[config.mk]
export PLATFORM = sky130hd
export DESIGN_NAME = hold_pulse_gen
export DESIGN_NICKNAME = d
export VERILOG_FILES = /design/src/rtl/hold_sig_pkg.sv /design/src/rtl/hold_cnt.sv /design/src/rtl/hold_pulse_gen.sv
export SDC_FILE = /design/constraint.sdc
export NUM_CORES = 1
export LEC_CHECK = 0
export CELL_PAD_IN_SITES_DETAIL_PLACEMENT = 2
export CELL_PAD_IN_SITES_GLOBAL_PLACEMENT = 2
export CORE_ASPECT_RATIO = 1.25
export CORE_MARGIN = 8
export CORE_UTILIZATION = 37
export CTS_CLUSTER_SIZE = 12
export DETAILED_ROUTE_END_ITERATION = 12
export PLACE_DENSITY_LB_ADDON = 0.1
export SYNTH_ARGS = -nofsm -noshare
export SYNTH_HDL_FRONTEND = slang
export SYNTH_SLANG_ARGS = --single-unit
[constraint.sdc]
create_clock -name i_clk -period 10.1 [get_ports i_clk]
set_input_delay 1.01 -clock i_clk [delete_from_list [all_inputs] [get_ports i_clk]]
set_output_delay 1.01 -clock i_clk [all_outputs]
set_load 0.02 [all_outputs]
[src/rtl/hold_sig_pkg.sv]
// Shared definitions for the hold-high signalling line (pulse generator and hold detector).
// State encodings, default detector threshold and the effective-length rule.
package hold_sig_pkg;

    typedef enum logic [1:0] {
        StRst  = 2'd0,
        StIdle = 2'd1,
        StHigh = 2'd2,
        StGap  = 2'd3
    } hold_state_e;

    localparam int unsigned CntOnesecDefault = 1_000_000;

    // A requested length of 0 means "just long enough to trip the detector".
    function automatic int unsigned len_sel(input int unsigned len, input int unsigned cnt_onesec);
        return (len == 0) ? cnt_onesec + 2 : len;
    endfunction

endpackage

[src/rtl/hold_cnt.sv]
// Up counter with synchronous clear, enable and terminal-match flag.
// Shared between the HIGH and GAP phases of hold_pulse_gen.
module hold_cnt #(
    parameter int unsigned W = 4
) (
    input  logic         i_clk,
    input  logic         i_rst_n,
    input  logic         i_clr,
    input  logic         i_en,
    input  logic [W-1:0] i_match,
    output logic         o_hit
);

    logic [W-1:0] cnt_q;

    always_ff @(posedge i_clk) begin
        if (!i_rst_n || i_clr) begin
            cnt_q <= '0;
        end else if (i_en) begin
            cnt_q <= cnt_q + W'(1);
        end
    end

    assign o_hit = (cnt_q == i_match);

endmodule

[src/rtl/hold_pulse_gen.sv]
// Hold-high line transmitter: drives o_data high for a programmed length, then a forced gap.
// Optional abort input is enabled by defining HOLD_GEN_ABORT_EN.
module hold_pulse_gen
    import hold_sig_pkg::*;
#(
    parameter int unsigned CNT_ONESEC = CntOnesecDefault,
    parameter int unsigned GAP_CYCLES = 2,
    parameter int unsigned CNT_W      = $clog2(CNT_ONESEC + 3)
) (
    input  logic             i_clk,
    input  logic             i_rst_n,
    input  logic             i_start,
    input  logic [CNT_W-1:0] i_len,
`ifdef HOLD_GEN_ABORT_EN
    input  logic             i_abort,
`endif
    output logic             o_ready,
    output logic             o_busy,
    output logic             o_data,
    output logic             o_done,
    output logic             o_aborted
);

    hold_state_e      state_q, state_d;
    logic [CNT_W-1:0] len_q, len_d;
    logic [CNT_W-1:0] cnt_match;
    logic             data_q, data_d;
    logic             done_q, done_d;
    logic             aborted_q, aborted_d;
    logic             abort_req;
    logic             cnt_hit;
    logic             cnt_clr;
    logic             cnt_en;

`ifdef HOLD_GEN_ABORT_EN
    assign abort_req = i_abort;
`else
    assign abort_req = 1'b0;
`endif

    always_comb begin
        state_d   = state_q;
        len_d     = len_q;
        aborted_d = aborted_q;
        done_d    = 1'b0;
        unique case (state_q)
            StRst:  state_d = StIdle;
            StIdle: begin
                if (i_start) begin
                    state_d   = StHigh;
                    len_d     = CNT_W'(len_sel(32'(i_len), CNT_ONESEC));
                    aborted_d = 1'b0;
                end
            end
            // Abort wins over a coincident normal end so it is reported.
            StHigh: begin
                if (abort_req) begin
                    state_d   = StGap;
                    aborted_d = 1'b1;
                end else if (cnt_hit) begin
                    state_d = StGap;
                end
            end
            StGap: begin
                if (cnt_hit) begin
                    state_d = StIdle;
                    done_d  = 1'b1;
                end
            end
            default: state_d = StRst;
        endcase
    end

    assign data_d    = (state_d == StHigh);
    assign cnt_match = (state_q == StHigh) ? (len_q - CNT_W'(1)) : CNT_W'(GAP_CYCLES - 1);
    assign cnt_clr   = (state_d != state_q);
    assign cnt_en    = (state_q == StHigh) || (state_q == StGap);

    hold_cnt #(
        .W (CNT_W)
    ) u_cnt (
        .i_clk   (i_clk),
        .i_rst_n (i_rst_n),
        .i_clr   (cnt_clr),
        .i_en    (cnt_en),
        .i_match (cnt_match),
        .o_hit   (cnt_hit)
    );

    always_ff @(posedge i_clk) begin
        if (!i_rst_n) begin
            state_q   <= StRst;
            len_q     <= '0;
            data_q    <= 1'b0;
            done_q    <= 1'b0;
            aborted_q <= 1'b0;
        end else begin
            state_q   <= state_d;
            len_q     <= len_d;
            data_q    <= data_d;
            done_q    <= done_d;
            aborted_q <= aborted_d;
        end
    end

    assign o_ready   = (state_q == StIdle);
    assign o_busy    = (state_q == StHigh) || (state_q == StGap);
    assign o_data    = data_q;
    assign o_done    = done_q;
    assign o_aborted = aborted_q;

endmodule

## After elaboration in Yosys (flattened, before gate mapping)

Index checks and enable logic that the tools add are counted.
W data, S select, Z words.

| word-level totals | value |
|---|---|
| bits in registers | 44 |
| bits of input ports | 23 |
| output and inout bits | 5 |

| cells by class | value |
|---|---|
| add/subtract/negate cells | 2 |
| equal/unequal tests | 6 |
| multiplexer cells | 7 |
| reductions and logical operators | 7 |

Operator list:

| cell | number |
|---|---|
| $mux W20 | 2 |
| $add A20 B1 Y20 const B | 1 |
| $eq A20 B20 Y1 | 1 |
| $logic_not A20 Y1 | 1 |
| $sub A20 B1 Y20 const B | 1 |
| $pmux W2 S4 | 1 |
| $eq A2 B2 Y1 const B | 3 |
| $mux W2 | 3 |
| $reduce_and A2 Y1 | 2 |
| $eq A2 B1 Y1 const B | 1 |
| $logic_not A2 Y1 | 1 |
| $logic_or A1 B1 Y1 | 2 |
| $ne A2 B2 Y1 | 1 |
| $logic_not A1 Y1 | 1 |
| $mux W1 | 1 |

## Depth between registers and ports, before layout

Gate-level depths: netlist of the first run.

| logic depth | value |
|---|---|
| word-level depth | 7 |
| depth in mapped cells | 12 |
| mapped depth without buffers | 10 |

## By module

Synthesis of the first run repeated with hierarchy kept, for this count alone.

| second synthesis, totals | value |
|---|---|
| cells, all modules | 305 |
| area total of the unflattened synthesis | 2,447.3 sq um |

By module, submodules not included:

| module | instances | cells each | area an instance (sq um) | seq. area each (sq um) |
|---|---|---|---|---|
| hold_pulse_gen | 1 | 171 | 1,322.5 | 480.5 |
| hold_cnt | 1 | 134 | 1,124.8 | 400.4 |

## Least setup slack after synthesis of the first run

OpenSTA, ideal clock, no wires.

| timing | value |
|---|---|
| path kind | reg-to-reg |
| start point | register len_q[0] |
| end point | register u_cnt.cnt_q[14] |
| data arrival time | 3.110 ns |
| data required time | 9.970 ns |
| path slack | 6.860 ns |
| cell stages (with the launch flop) | 11 |
| cell sequence | dfxtp_1 or4_1 buf_2 or4_4 o21a_1 o211a_1 a2111oi_2 nand4_1 nor4_4 buf_6 nor3_1 |

| on the way | value |
|---|---|
| cells in the longest elaborated chain, start to end | 7 |

Ends and longest elaborated chain:

| what | RTL line | source |
|---|---|---|
| start: declaration | hold_pulse_gen.sv:25 | `logic [CNT_W-1:0] len_q, len_d;` |
| start signal: assignment | hold_pulse_gen.sv:99 | `len_q <= len_d;` |
| $sub A20 B1 Y20 (*) | hold_pulse_gen.sv:75 | `assign cnt_match = (state_q == StHigh) ? (len_q - CNT_W'(1)) : CNT_W'(GAP_CYCLES - 1);` |
| $mux W20 (*) | hold_pulse_gen.sv:75 |  |
| $eq A20 B20 Y1 (*) | hold_cnt.sv:24 | `assign o_hit = (cnt_q == i_match);` |
| $mux W2 (on tied branches) | hold_pulse_gen.sv:65, hold_pulse_gen.sv:60 |  |
| $pmux W2 S4 (*) | hold_pulse_gen.sv:46 | `unique case (state_q)` |
| $ne A2 B2 Y1 (*) | hold_pulse_gen.sv:76 | `assign cnt_clr = (state_d != state_q);` |
| $logic_or A1 B1 Y1 (*) | hold_cnt.sv:17 | `if (!i_rst_n \|\| i_clr) begin` |
| end signal: assignment | hold_cnt.sv:20 | `cnt_q <= cnt_q + W'(1);` |
| end: declaration | hold_cnt.sv:14 | `logic [W-1:0] cnt_q;` |

Every way passes the cells marked *; elsewhere a longest branch is shown, timed or not.
A chain may end at the register's enable or synchronous reset.

## Final worst setup path of the first run

| timing | value |
|---|---|
| start point | register len_q[4] |
| end point | register u_cnt.cnt_q[13] |

The elaborated chain is that of the path after synthesis.

==> summary.md, run 1 <==
| Metric | Value |
|---|---|
| Status | `finished, final reports clean` |
| R2r worst-path depth | `8` |
| Fin nets | `352` |
| Setup Buffers After CTS | `0` |
| Register share of total power | `44.3%` |
| Setup CP Type | `flip-flop to flip-flop` |
| Tightest Hold Check Type | `flip-flop to flip-flop` |
| DRT Pass-1 Iters | `4` |
| Min Clock Period, post-route | `3.98 ns` |
| DRT iter0 DRCs | `94` |
| Reg area | `881 um^2` |
| Setup tns final | `0 ns` |
| Post-synth cell types | `58` |
| Worst Setup Start Kind | `flip-flop` |
| Utilization after layout | `43.8%` |
| Worst setup startpoint | `len_q[4]$_SDFFE_PN0P_` |
| Final period utilization | `39.4%` |
| Max_slew headroom | `15.3%` |
| Mapped Area | `0.00266 mm^2` |
| CTS Hold Buffers Added | `0` |
| Clock latency on the worst-skew pair | `0.30 ns` |
| Total gr overflow | `0` |
| Number of synthesized flops with an enable pin | `0` |
| Most used cell, CP | `nor3_1` |
| Via count | `2491` |
| Switching share of power | `31.0%` |
| Pwr/cell area | `141 mW/mm^2` |
| CTS clock-pin slew for the worst setup and hold paths | `0.09 ns` |
| Vias in the first global route | `2756` |
| CP peak stage delay | `0.85 ns` |
| Ys flop type | `dfxtp_1` |
| Final Skew | `0.00907 ns` |
| Max H-tree Level | `2` |
| Die height | `111 um` |
| Delay-heaviest family, CP | `simple AND/OR/NAND/NOR gates` |
| Switch Pwr | `0.000134 W` |
| Clock sinks | `44` |
| Slowest cell on crit path | `nor4_4` |
| Initial antenna violation count | `0` |
| ANT nets after route | `0` |
| Initial Util | `38.2%` |
| Total CTS buffers | `5` |
| Largest net degree at the start of global routing | `20` |
| Area growth syn-to-layout | `14.9%` |
| Commonest cells after routing, fill and taps aside | `dfxtp_1 (44), nor3_1 (29), clkdlybuf4s50_1 (26)` |
| GRT Total Usage | `17.2%` |
| DRC viols | `0` |
| Register area share after synthesis | `33.1%` |
| Post_cts resized | `0` |
| FP Rows | `34` |
| Reg2reg setup slack | `6.12 ns` |
| Int Power | `0.000297 W` |
| Ordered cell list for the critical path | `or4_1 > or4_4 > nor3_1 > o21ai_0 > a2111oi_2 > nand4_1 > nor4_4 > nor3_1` |
| Critical R2R Capture | `u_cnt.cnt_q[13]$_SDFFE_PP0P_` |
| # setup viols final | `0` |
| Maximum Capacitance Violations | `0` |
| Tightest Pin Transition | `1.26 ns` |
| # fillers | `821` |
| Port Buffer Count | `26` |
| Synthesized Nets | `339` |
| Hold_sp | `len_q[7]$_SDFFE_PN0P_` |
| CP Buf/Inv Count | `0` |
| Vias/cell | `5.96` |
| Root buf cell | `clkbuf_8` |
| Die Width | `91.9 um` |
| Worst IR Drop VDD | `56.1 uV` |
| Mapped Avg Cell Area | `8.48 um^2` |
| Total wire length | `8430 um` |
| Final RePlAce weighted congestion | `0.779` |
| Commonest non-fill, non-tap cell in the layout | `dfxtp_1` |
| Layout cells sized above 1 | `6.71%` |
| Critical path required time | `10.23 ns` |
| Gate Count Post-Synth | `314` |
| Hold path depth | `1` |
| Max Clk Rate | `0.251 GHz` |
| Ports | `28` |
| Die Area | `0.0102 mm^2` |
| CTS tree | `done` |
| Final hold violations | `0` |
| Slew Limit Fails | `0` |
| Hold EP | `len_q[7]$_SDFFE_PN0P_` |
| N_diodes | `0` |
| Logic pwr share | `23.9%` |
| Crit. End Element | `flip-flop` |
| First-pass GRT wire length | `14500 um` |
| Clk network pwr share | `31.8%` |
| Reg2reg start | `len_q[4]$_SDFFE_PN0P_` |
| Core Area | `0.00698 mm^2` |
| Seq cells post-synth | `44` |
| Multi-input gate area | `0.00167 mm^2` |
| Lkg Pwr | `1.04 nW` |
| Max Root-Sink Buffers | `2` |
| Worst Path Arrival | `4.11 ns` |
| Worst-path fanout max | `17` |
| Dpl hpwl | `6600 um` |
| Ys Warns | `0` |
| Async S/R FF share, synth | `0%` |
| RSZ-0062 raised after global routing | `no` |
| Routed len/inst | `20.2 um` |
==> stage by stage <==
stage	power, W	cell area [um^2]	hold slack [ns]	std cells	setup slack, ns
after CTS	0.000436	3060	0.544	418	6.06
after floorplan	0.000265	2660	0.478	314	6.86
after detailed placement	0.000298	2950	0.522	410	6.12
after global placement	0.000295	2950	0.506	410	6.30
after global routing	0.000453	3060	0.569	418	5.86
final	0.000431	3060	0.541	418	6.12
==> cell families (layout without fill, tap and decap cells) <==
logic type               count (synthesis)  in the layout  share of synthesized area (%)
XOR/XNOR                                32             32                           11.0
other                                    1              1                          0.141
AND/OR/NAND/NOR                        139            139                           30.6
adder cells (fa/ha/maj)                  2              2                          0.940
flip-flops                              44             44                           33.1
AO/OA/AOI/OAI                           69             69                           19.9
buffers and inverters                   27             41                           4.28
==> power by group through the flow <==
stage	sequential, W	clock [W]	combinational, W
final	0.000191	0.000137	0.000103
after global routing	0.000193	0.000147	0.000114
after CTS	0.000191	0.000141	0.000104
after detailed placement	0.000195	0	0.000103
after global placement	0.000195	0	0.0000998
after floorplan	0.000190	0	0.0000750
==> flip-flops by register name, summed over array words and instances (netlist names) <==
| signal | flops |
|---|---|
| o_data | 1 |
| o_done | 1 |
| u_cnt.cnt_q | 20 |
| state_q | 2 |
| len_q | 20 |
==> Yosys cell counts (6+ instances only) <==
library cell   n  share of area [%]
a21oi_1        7                1.3
a22o_1        11                3.6
clkbuf_1      18                2.5
dfxtp_1       44                 33
inv_1          6               0.85
nand2_1       14                2.0
nand3_1       14                2.6
nand4_1        7                1.6
nor2_1        11                1.6
nor3_1        29                5.5
nor4_1        17                4.0
o21ai_0       11                2.1
o221a_2        8                3.4
or3_1          8                1.9
or4_1          9                2.5
xnor2_1       13                4.3
xor2_1        18                5.9
==> worst max path at each step <==
stage / end / cells past startpoint
5_1_grt: u_cnt.cnt_q[13]$_SDFFE_PP0P_ / 8
3_5_place_dp: u_cnt.cnt_q[13]$_SDFFE_PP0P_ / 8
4_1_cts: u_cnt.cnt_q[13]$_SDFFE_PP0P_ / 8
6_report: u_cnt.cnt_q[13]$_SDFFE_PP0P_ / 8
2_1_floorplan: u_cnt.cnt_q[14]$_SDFFE_PP0P_ / 10
3_3_place_gp: u_cnt.cnt_q[4]$_SDFFE_PP0P_ / 8
==> layer usage <==
layer	part of all wire [%]	wire, um	track usage (%)	vias up
met2	51	4320	29.8	30
met5	0	0	0	-
li1	-	-	-	1220
met3	2.1	180	2.91	10
met1	45	3820	21.2	1231
met4	1.4	114	4.20	0
==> cell type report <==
type / count / area share, %
tap: 90 / 3.68
sequential: 44 / 28.8
timing repair buffer: 27 / 8.75
inverter: 6 / 0.736
clock inverter: 2 / 1.15
multi-input combinational: 243 / 54.5
clock buffer: 6 / 2.37
(Power assumes the default switching activity.)
==> run 2: changes to the inputs <==
Settings changed: CORE_UTILIZATION 37 to 34.
Clock period 10.1 ns to 4.1 ns, I/O delays scaled along.
==> summary.md, run 2 (same netlist as run 1, synthesis figures left out) <==
| Metric | Value |
|---|---|
| Status | `finished, final reports clean` |
| CP Buf/Inv Count | `1` |
| Delay-heaviest family, CP | `simple AND/OR/NAND/NOR gates` |
| Most used cell, CP | `nor3_1` |
| Max H-tree Level | `2` |
| # fillers | `876` |
| Final RePlAce weighted congestion | `0.789` |
| Placed Area | `0.00302 mm^2` |
| DRT Pass-1 Iters | `4` |
| CP peak stage delay | `0.73 ns` |
| Core Area | `0.00770 mm^2` |
| Layout cells sized above 1 | `8.68%` |
| Worst IR Drop VDD | `116 uV` |
| Worst-path fanout max | `17` |
| Die Area | `0.0109 mm^2` |
| Crit. End Element | `flip-flop` |
| Die Width | `95.2 um` |
| Area growth syn-to-layout | `17.1%` |
| # setup viols final | `0` |
| Min Clock Period, post-route | `3.52 ns` |
| Die height | `115 um` |
| Initial Util | `34.6%` |
| Max Clk Rate | `0.284 GHz` |
| Post_cts resized | `0` |
| DRT iter0 DRCs | `66` |
| Dpl hpwl | `6710 um` |
| Vias in the first global route | `2695` |
| Setup tns final | `0 ns` |
| Max_slew headroom | `40.0%` |
| Final period utilization | `85.8%` |
| N_diodes | `0` |
| Initial antenna violation count | `0` |
| Lkg Pwr | `1.07 nW` |
| Total CTS buffers | `5` |
| CTS clock-pin slew for the worst setup and hold paths | `0.09 ns` |
| Tightest Hold Check Type | `flip-flop to flip-flop` |
| Pwr/cell area | `340 mW/mm^2` |
| Max Root-Sink Buffers | `2` |
| Setup CP Type | `flip-flop to flip-flop` |
| DRC viols | `0` |
| Setup Buffers After CTS | `0` |
| RSZ-0062 raised after global routing | `no` |
| Ordered cell list for the critical path | `or4_1 > or4_4 > nor3_1 > o21ai_0 > a2111oi_2 > nand4_1 > nor4_4 > buf_4 > nor3_1` |
| Total wire length | `8520 um` |
| Finished Cell Area | `0.00312 mm^2` |
| Maximum Capacitance Violations | `0` |
| Vias/cell | `5.97` |
| First-pass GRT wire length | `14100 um` |
| ANT nets after route | `0` |
| CTS tree | `done` |
| Largest net degree at the start of global routing | `18` |
| CTS Hold Buffers Added | `0` |
| Worst Hold Slack | `0.542 ns` |
| Clock sinks | `44` |
| Worst Setup Start Kind | `flip-flop` |
| Root buf cell | `clkbuf_8` |
| Tightest Pin Transition | `0.897 ns` |
| Final Skew | `0.00609 ns` |
| Worst Path Arrival | `3.70 ns` |
| Clock latency on the worst-skew pair | `0.30 ns` |
| Ports | `28` |
| Commonest non-fill, non-tap cell in the layout | `dfxtp_1` |
| Slew Limit Fails | `0` |
| Total gr overflow | `0` |
| Commonest cells after routing, fill and taps aside | `dfxtp_1 (44), nor3_1 (29), clkdlybuf4s50_1 (26)` |
| GRT Total Usage | `16.4%` |
| Critical path required time | `4.28 ns` |
| Routed len/inst | `19.9 um` |
| FP Rows | `36` |
| Slowest cell on crit path | `or4_1` |
| Fin nets | `360` |
| Largest registers | `len_q: 20 flops, u_cnt.cnt_q: 20 flops, state_q: 2 flops` |
| Port Buffer Count | `26` |
| Final hold violations | `0` |
| Via count | `2561` |
[run 2: cell types whose count changed in the layout (fill, tap and decap cells not counted)]
cell      change
buf_4         +8
clkinv_2      -1
clkbuf_1      -1
[run 2: through the flow]
| stage | instances | setup WS, ns | utilization (%) | power (W) |
|---|---|---|---|---|
| final | 429 | 0.581 | 40.5 | 0.00106 |
| after global routing | 429 | 0.349 | 40.5 | 0.00112 |
| after CTS | 429 | 0.559 | 40.5 | 0.00107 |
| after floorplan | 314 | 0.860 | - | 0.000654 |
| after detailed placement | 423 | 0.581 | 39.2 | 0.000747 |
| after global placement | 423 | 0.648 | 39.2 | 0.000740 |
[run 2: final cells by class]
| type | count | area (um^2) | area share (%) |
|---|---|---|---|
| Multi-Input combinational cell | 243 | 1670 | 53.5 |
| Sequential cell | 44 | 881 | 28.3 |
| Timing Repair Buffer | 35 | 328 | 10.5 |
| Tap cell | 95 | 119 | 3.81 |
| Clock buffer | 5 | 68.8 | 2.21 |
| Clock inverter | 1 | 30.0 | 0.963 |
| Inverter | 6 | 22.5 | 0.723 |
[run 2: final timing paths]
| check | slack, ns | from | cells after the start | endpoint |
|---|---|---|---|---|
| setup reg to reg | 0.58 | len_q[4]$_SDFFE_PN0P_ | 9 | u_cnt.cnt_q[4]$_SDFFE_PP0P_ |
| hold / removal | 0.54 | len_q[10]$_SDFFE_PN0P_ | 1 | len_q[10]$_SDFFE_PN0P_ |
| setup / recovery | 0.58 | len_q[4]$_SDFFE_PN0P_ | 9 | u_cnt.cnt_q[4]$_SDFFE_PP0P_ |
| hold reg to reg | 0.54 | len_q[10]$_SDFFE_PN0P_ | 1 | len_q[10]$_SDFFE_PN0P_ |
[run 2: power by group]
part | internal, W | switching, W | leakage (nW)
clock network | 0.000175 | 0.000149 | 0.0501
logic | 0.000115 | 0.000152 | 0.662
registers | 0.000444 | 0.0000262 | 0.357
[run 2: metal layers]
layer,part of all wire (%),global-route usage [%]
met2,50,27.8
met3,1.6,2.55
met5,0,0
met1,46,20.4
met4,2.2,5.32
==> RTL change 1, RTL diff (flow settings as in run 1) <==
The 4 states of `hold_state_e` get a Gray code encoding in 2 bits.
--- a/src/rtl/hold_sig_pkg.sv
+++ b/src/rtl/hold_sig_pkg.sv
@@ -3,10 +3,10 @@
 package hold_sig_pkg;
 
     typedef enum logic [1:0] {
-        StRst  = 2'd0,
-        StIdle = 2'd1,
-        StHigh = 2'd2,
-        StGap  = 2'd3
+        StRst  = 2'b00,
+        StIdle = 2'b01,
+        StHigh = 2'b11,
+        StGap  = 2'b10
     } hold_state_e;
 
     localparam int unsigned CntOnesecDefault = 1_000_000;
Behaviour: same outputs for any inputs over 10 cycles, from zero or initial values and one cycle with i_rst_n low; not proved beyond that.
==> RTL change 1 against run 1 <==
Sequential power hardly changed; area after synthesis is 3.2% higher; clock skew is 0.0039 ns higher; non-clock buffer count stayed put; critical path depth stayed put; design area is 1.6% higher; worst setup slack worse by 0.25 ns; sequential cell count stayed put; fmax is 5.9% lower; routed wire length is 1.9% lower; power is 6.4% lower; via count is 3.4% higher; critical path type unchanged; largest cell class unchanged.
==> RTL change 1: results (changes against run 1) <==
* Routing usage on met3 at 2.87% (was 2.91%)
* Ranking of synthesized cells by area: dfxtp_1 32%, xnor2_1 6.1%, xor2_1 5.4% (was dfxtp_1 33%, xor2_1 5.9%, nor3_1 5.5%)
* Peak supply drop at 51.6 uV (was 56.1 uV)
* Register area share after synthesis at 32.1% (was 33.1%)
* Nets at 381 (was 352)
* Clk pwr share at 29.1% (was 31.8%)
* Vias in the first global route at 2779 (was 2756)
* Status: completed (unchanged)
* Share of cells above drive strength 1 at 7.28% (was 6.71%)
* Mux contribution to synthesized area at 1.18% (was 0%)
* Post-synthesis compound-gate area fraction at 16.6% (was 19.9%)
* Met3 wire length at 186 um (was 180 um)
* Largest net degree at the start of global routing at 30 (was 20)
* Via/cell ratio at 5.74 (was 5.96)
* Syn Nets at 372 (was 339)
* Grt met2 use at 30.1% (was 29.8%)
* GRT Util Overall at 17.0% (was 17.2%)
* Clock network area share at 2.98% (was 3.52%)
* Area delta synth->final at 13.2% (was 14.9%)
* Post-Synth XOR/XNOR Area at 11.5% (was 11.0%)
* Inverters at 8 (was 6)
* CP Data Arrival Time at 4.36 ns (was 4.11 ns)
* Pre-CTS WS at 5.78 ns (was 6.12 ns)
* WL final at 8.27 mm (was 8.43 mm)
* Multi-input gates at 270 (was 243)
* Cell Count Post-Placement at 441 (was 410)
* Signal buf overhead at 8.61% (was 8.75%)
RTL change 1: worst paths after layout:
kind	end	slack [ns]	cells past startpoint	from
worst max-delay path	u_cnt.cnt_q[18]$_SDFFE_PP0P_	5.87	8	state_q[1]$_SDFF_PN0_
worst min-delay path	len_q[3]$_SDFFE_PN0P_	0.53	2	len_q[3]$_SDFFE_PN0P_
worst max register to register	u_cnt.cnt_q[18]$_SDFFE_PP0P_	5.87	8	state_q[1]$_SDFF_PN0_
worst min register to register	len_q[3]$_SDFFE_PN0P_	0.53	2	len_q[3]$_SDFFE_PN0P_
RTL change 1: cell families (layout without fill, tap and decap cells):
family,Yosys count,after routing
AO/OA/AOI/OAI,65,65
XOR/XNOR,36,36
adder cells (fa/ha/maj),2,2
buffers and inverters,33,43
flip-flops,44,44
multiplexers,3,3
other,1,1
AND/OR/NAND/NOR,163,163
==> RTL change 2, RTL diff (flow settings as in run 1) <==
Made on the original files. `CntOnesecDefault`: 1_000_000 -> 500_000.
--- a/src/rtl/hold_sig_pkg.sv
+++ b/src/rtl/hold_sig_pkg.sv
@@ -9,7 +9,7 @@
         StGap  = 2'd3
     } hold_state_e;
 
-    localparam int unsigned CntOnesecDefault = 1_000_000;
+    localparam int unsigned CntOnesecDefault = 500_000;
 
     // A requested length of 0 means "just long enough to trip the detector".
     function automatic int unsigned len_sel(input int unsigned len, input int unsigned cnt_onesec);
Interface: changed (resized i_len); port bits go from 28 to 27. The function was not compared with the original's and may differ.
==> RTL change 2 against run 1 <==
Area after synthesis increased by 2.0%; design area increased by 0.16%; clock power decreased by 21%; hold slack got worse by 0.0063 ns; routed wire length decreased by 7.3%; critical endpoint is now u_cnt.cnt_q[7]$_SDFFE_PP0P_; largest power group unchanged; worst setup slack improved by 0.12 ns; highest routed layer unchanged; sequential cell count decreased by 2; power decreased by 9.3%.
==> RTL change 2: results (changes against run 1) <==
* Setup Skew at 0.00703 ns (was 0.00907 ns)
* Commonest cells post-synth: 42 x dfxtp_1, 20 x clkbuf_1, 19 x xnor2_1, 19 x xor2_1, 18 x nand2_1 (was 44 x dfxtp_1, 29 x nor3_1, 18 x clkbuf_1, 18 x xor2_1, 17 x nor4_1)
* Register area share after synthesis at 31.0% (was 33.1%)
* Crit-path max cell delay at 0.81 ns (was 0.85 ns)
* Vias at 2397 (was 2491)
* First-pass GRT wire length at 13.5 mm (was 14.5 mm)
* Grt met2 use at 27.8% (was 29.8%)
* CP Max Fanout at 19 (was 17)
* Leak at 0.00103 uW (was 0.00104 uW)
* Share of cells above drive strength 1 at 12.4% (was 6.71%)
* Top flop regs: len_q: 19 flops, u_cnt.cnt_q: 19 flops, state_q: 2 flops (was len_q: 20 flops, u_cnt.cnt_q: 20 flops, state_q: 2 flops)
* 1st-iter DRT viols at 57 (was 94)
* Routing usage on met3 at 2.69% (was 2.91%)
* Syn Nets at 340 (was 339)
* DP HPWL at 6.30 mm (was 6.60 mm)
* Synthesized area per cell at 8.59 um^2 (was 8.48 um^2)
* Drt wl/cell at 18.8 um (was 20.2 um)
* Status: completed (unchanged)
* CP max-delay cell: nor3_4 (was nor4_4)
* Ranking of synthesized cells by area: dfxtp_1 31%, xnor2_1 6.1%, xor2_1 6.1% (was dfxtp_1 33%, xor2_1 5.9%, nor3_1 5.5%)
* GR Layer Usage met1 at 19.3% (was 21.2%)
* Slew @ Worst Pin at 0.934 ns (was 1.26 ns)
* Nets at 348 (was 352)
* GRT Util Overall at 15.8% (was 17.2%)
* Number of distinct library cells after synthesis at 62 (was 58)
* Placed inst area at 0.00298 mm^2 (was 0.00295 mm^2)
* Final GP Congestion at 0.803 (was 0.779)
* Via/cell ratio at 5.78 (was 5.96)
* Pre-CTS WS at 6.22 ns (was 6.12 ns)
* Sequential cell area at 841 um^2 (was 881 um^2)
* Peak supply drop at 66.5 uV (was 56.1 uV)
* Cell Count Post-Placement at 409 (was 410)
-- RTL change 2: cell count changes after synthesis, sizes merged, moves of 4 or more --
cell	run 1	this run
o21ai	12	8
xnor2	13	19
nand2	14	18
buf	3	7
o31ai	1	5
-- RTL change 2: path summary, 6_finish.rpt --
check	startpoint	end	slack, ns	cells after the start
worst max-delay path	len_q[0]$_SDFFE_PN0P_	u_cnt.cnt_q[7]$_SDFFE_PP0P_	6.23	10
worst min-delay path	state_q[0]$_SDFF_PN0_	o_done$_SDFF_PN0_	0.53	2
worst max register to register	len_q[0]$_SDFFE_PN0P_	u_cnt.cnt_q[7]$_SDFFE_PP0P_	6.23	10
worst min register to register	state_q[0]$_SDFF_PN0_	o_done$_SDFF_PN0_	0.53	2
-- RTL change 2: cell type report --
class	count	share of cell area [%]
clock buffer	6	2.69
inverter	5	0.612
multi-input combinational	242	56.6
sequential	42	27.4
tap	92	3.76
timing repair buffer	28	8.90
-- RTL change 2: metal layers --
layer,vias up,routed length [um]
met3,4,155
met2,29,3920
met4,0,61
li1,1181,-
met5,-,0
met1,1183,3690
-- RTL change 2: logic make-up after synthesis --
group           Yosys count  share of synthesized area, %
simple gates            134                          30.0
mux                       3                          1.11
other cells               1                         0.138
flops                    42                          31.0
fa+ha+maj                 2                         0.922
xor+xnor                 39                          13.1
buf+inv                  32                          5.16
compound gates           63                          18.6
-- RTL change 2: power breakdown --
group	total (uW)	switching (uW)	internal [uW]
Clock	108	55.7	52.8
Sequential	182	10.4	172
Combinational	101	55.7	44.8
Total	391	122	269
-- RTL change 2: worst max-delay path, delay by kind of cell, from the launching register on --
kind                       cells  cell delay [ns]
AOI/OAI and AO/OA              3             0.74
adders and majority gates      1             0.24
buffers and inverters          1             0.13
DFF                            1             0.33
and+or+nand+nor                5             2.27
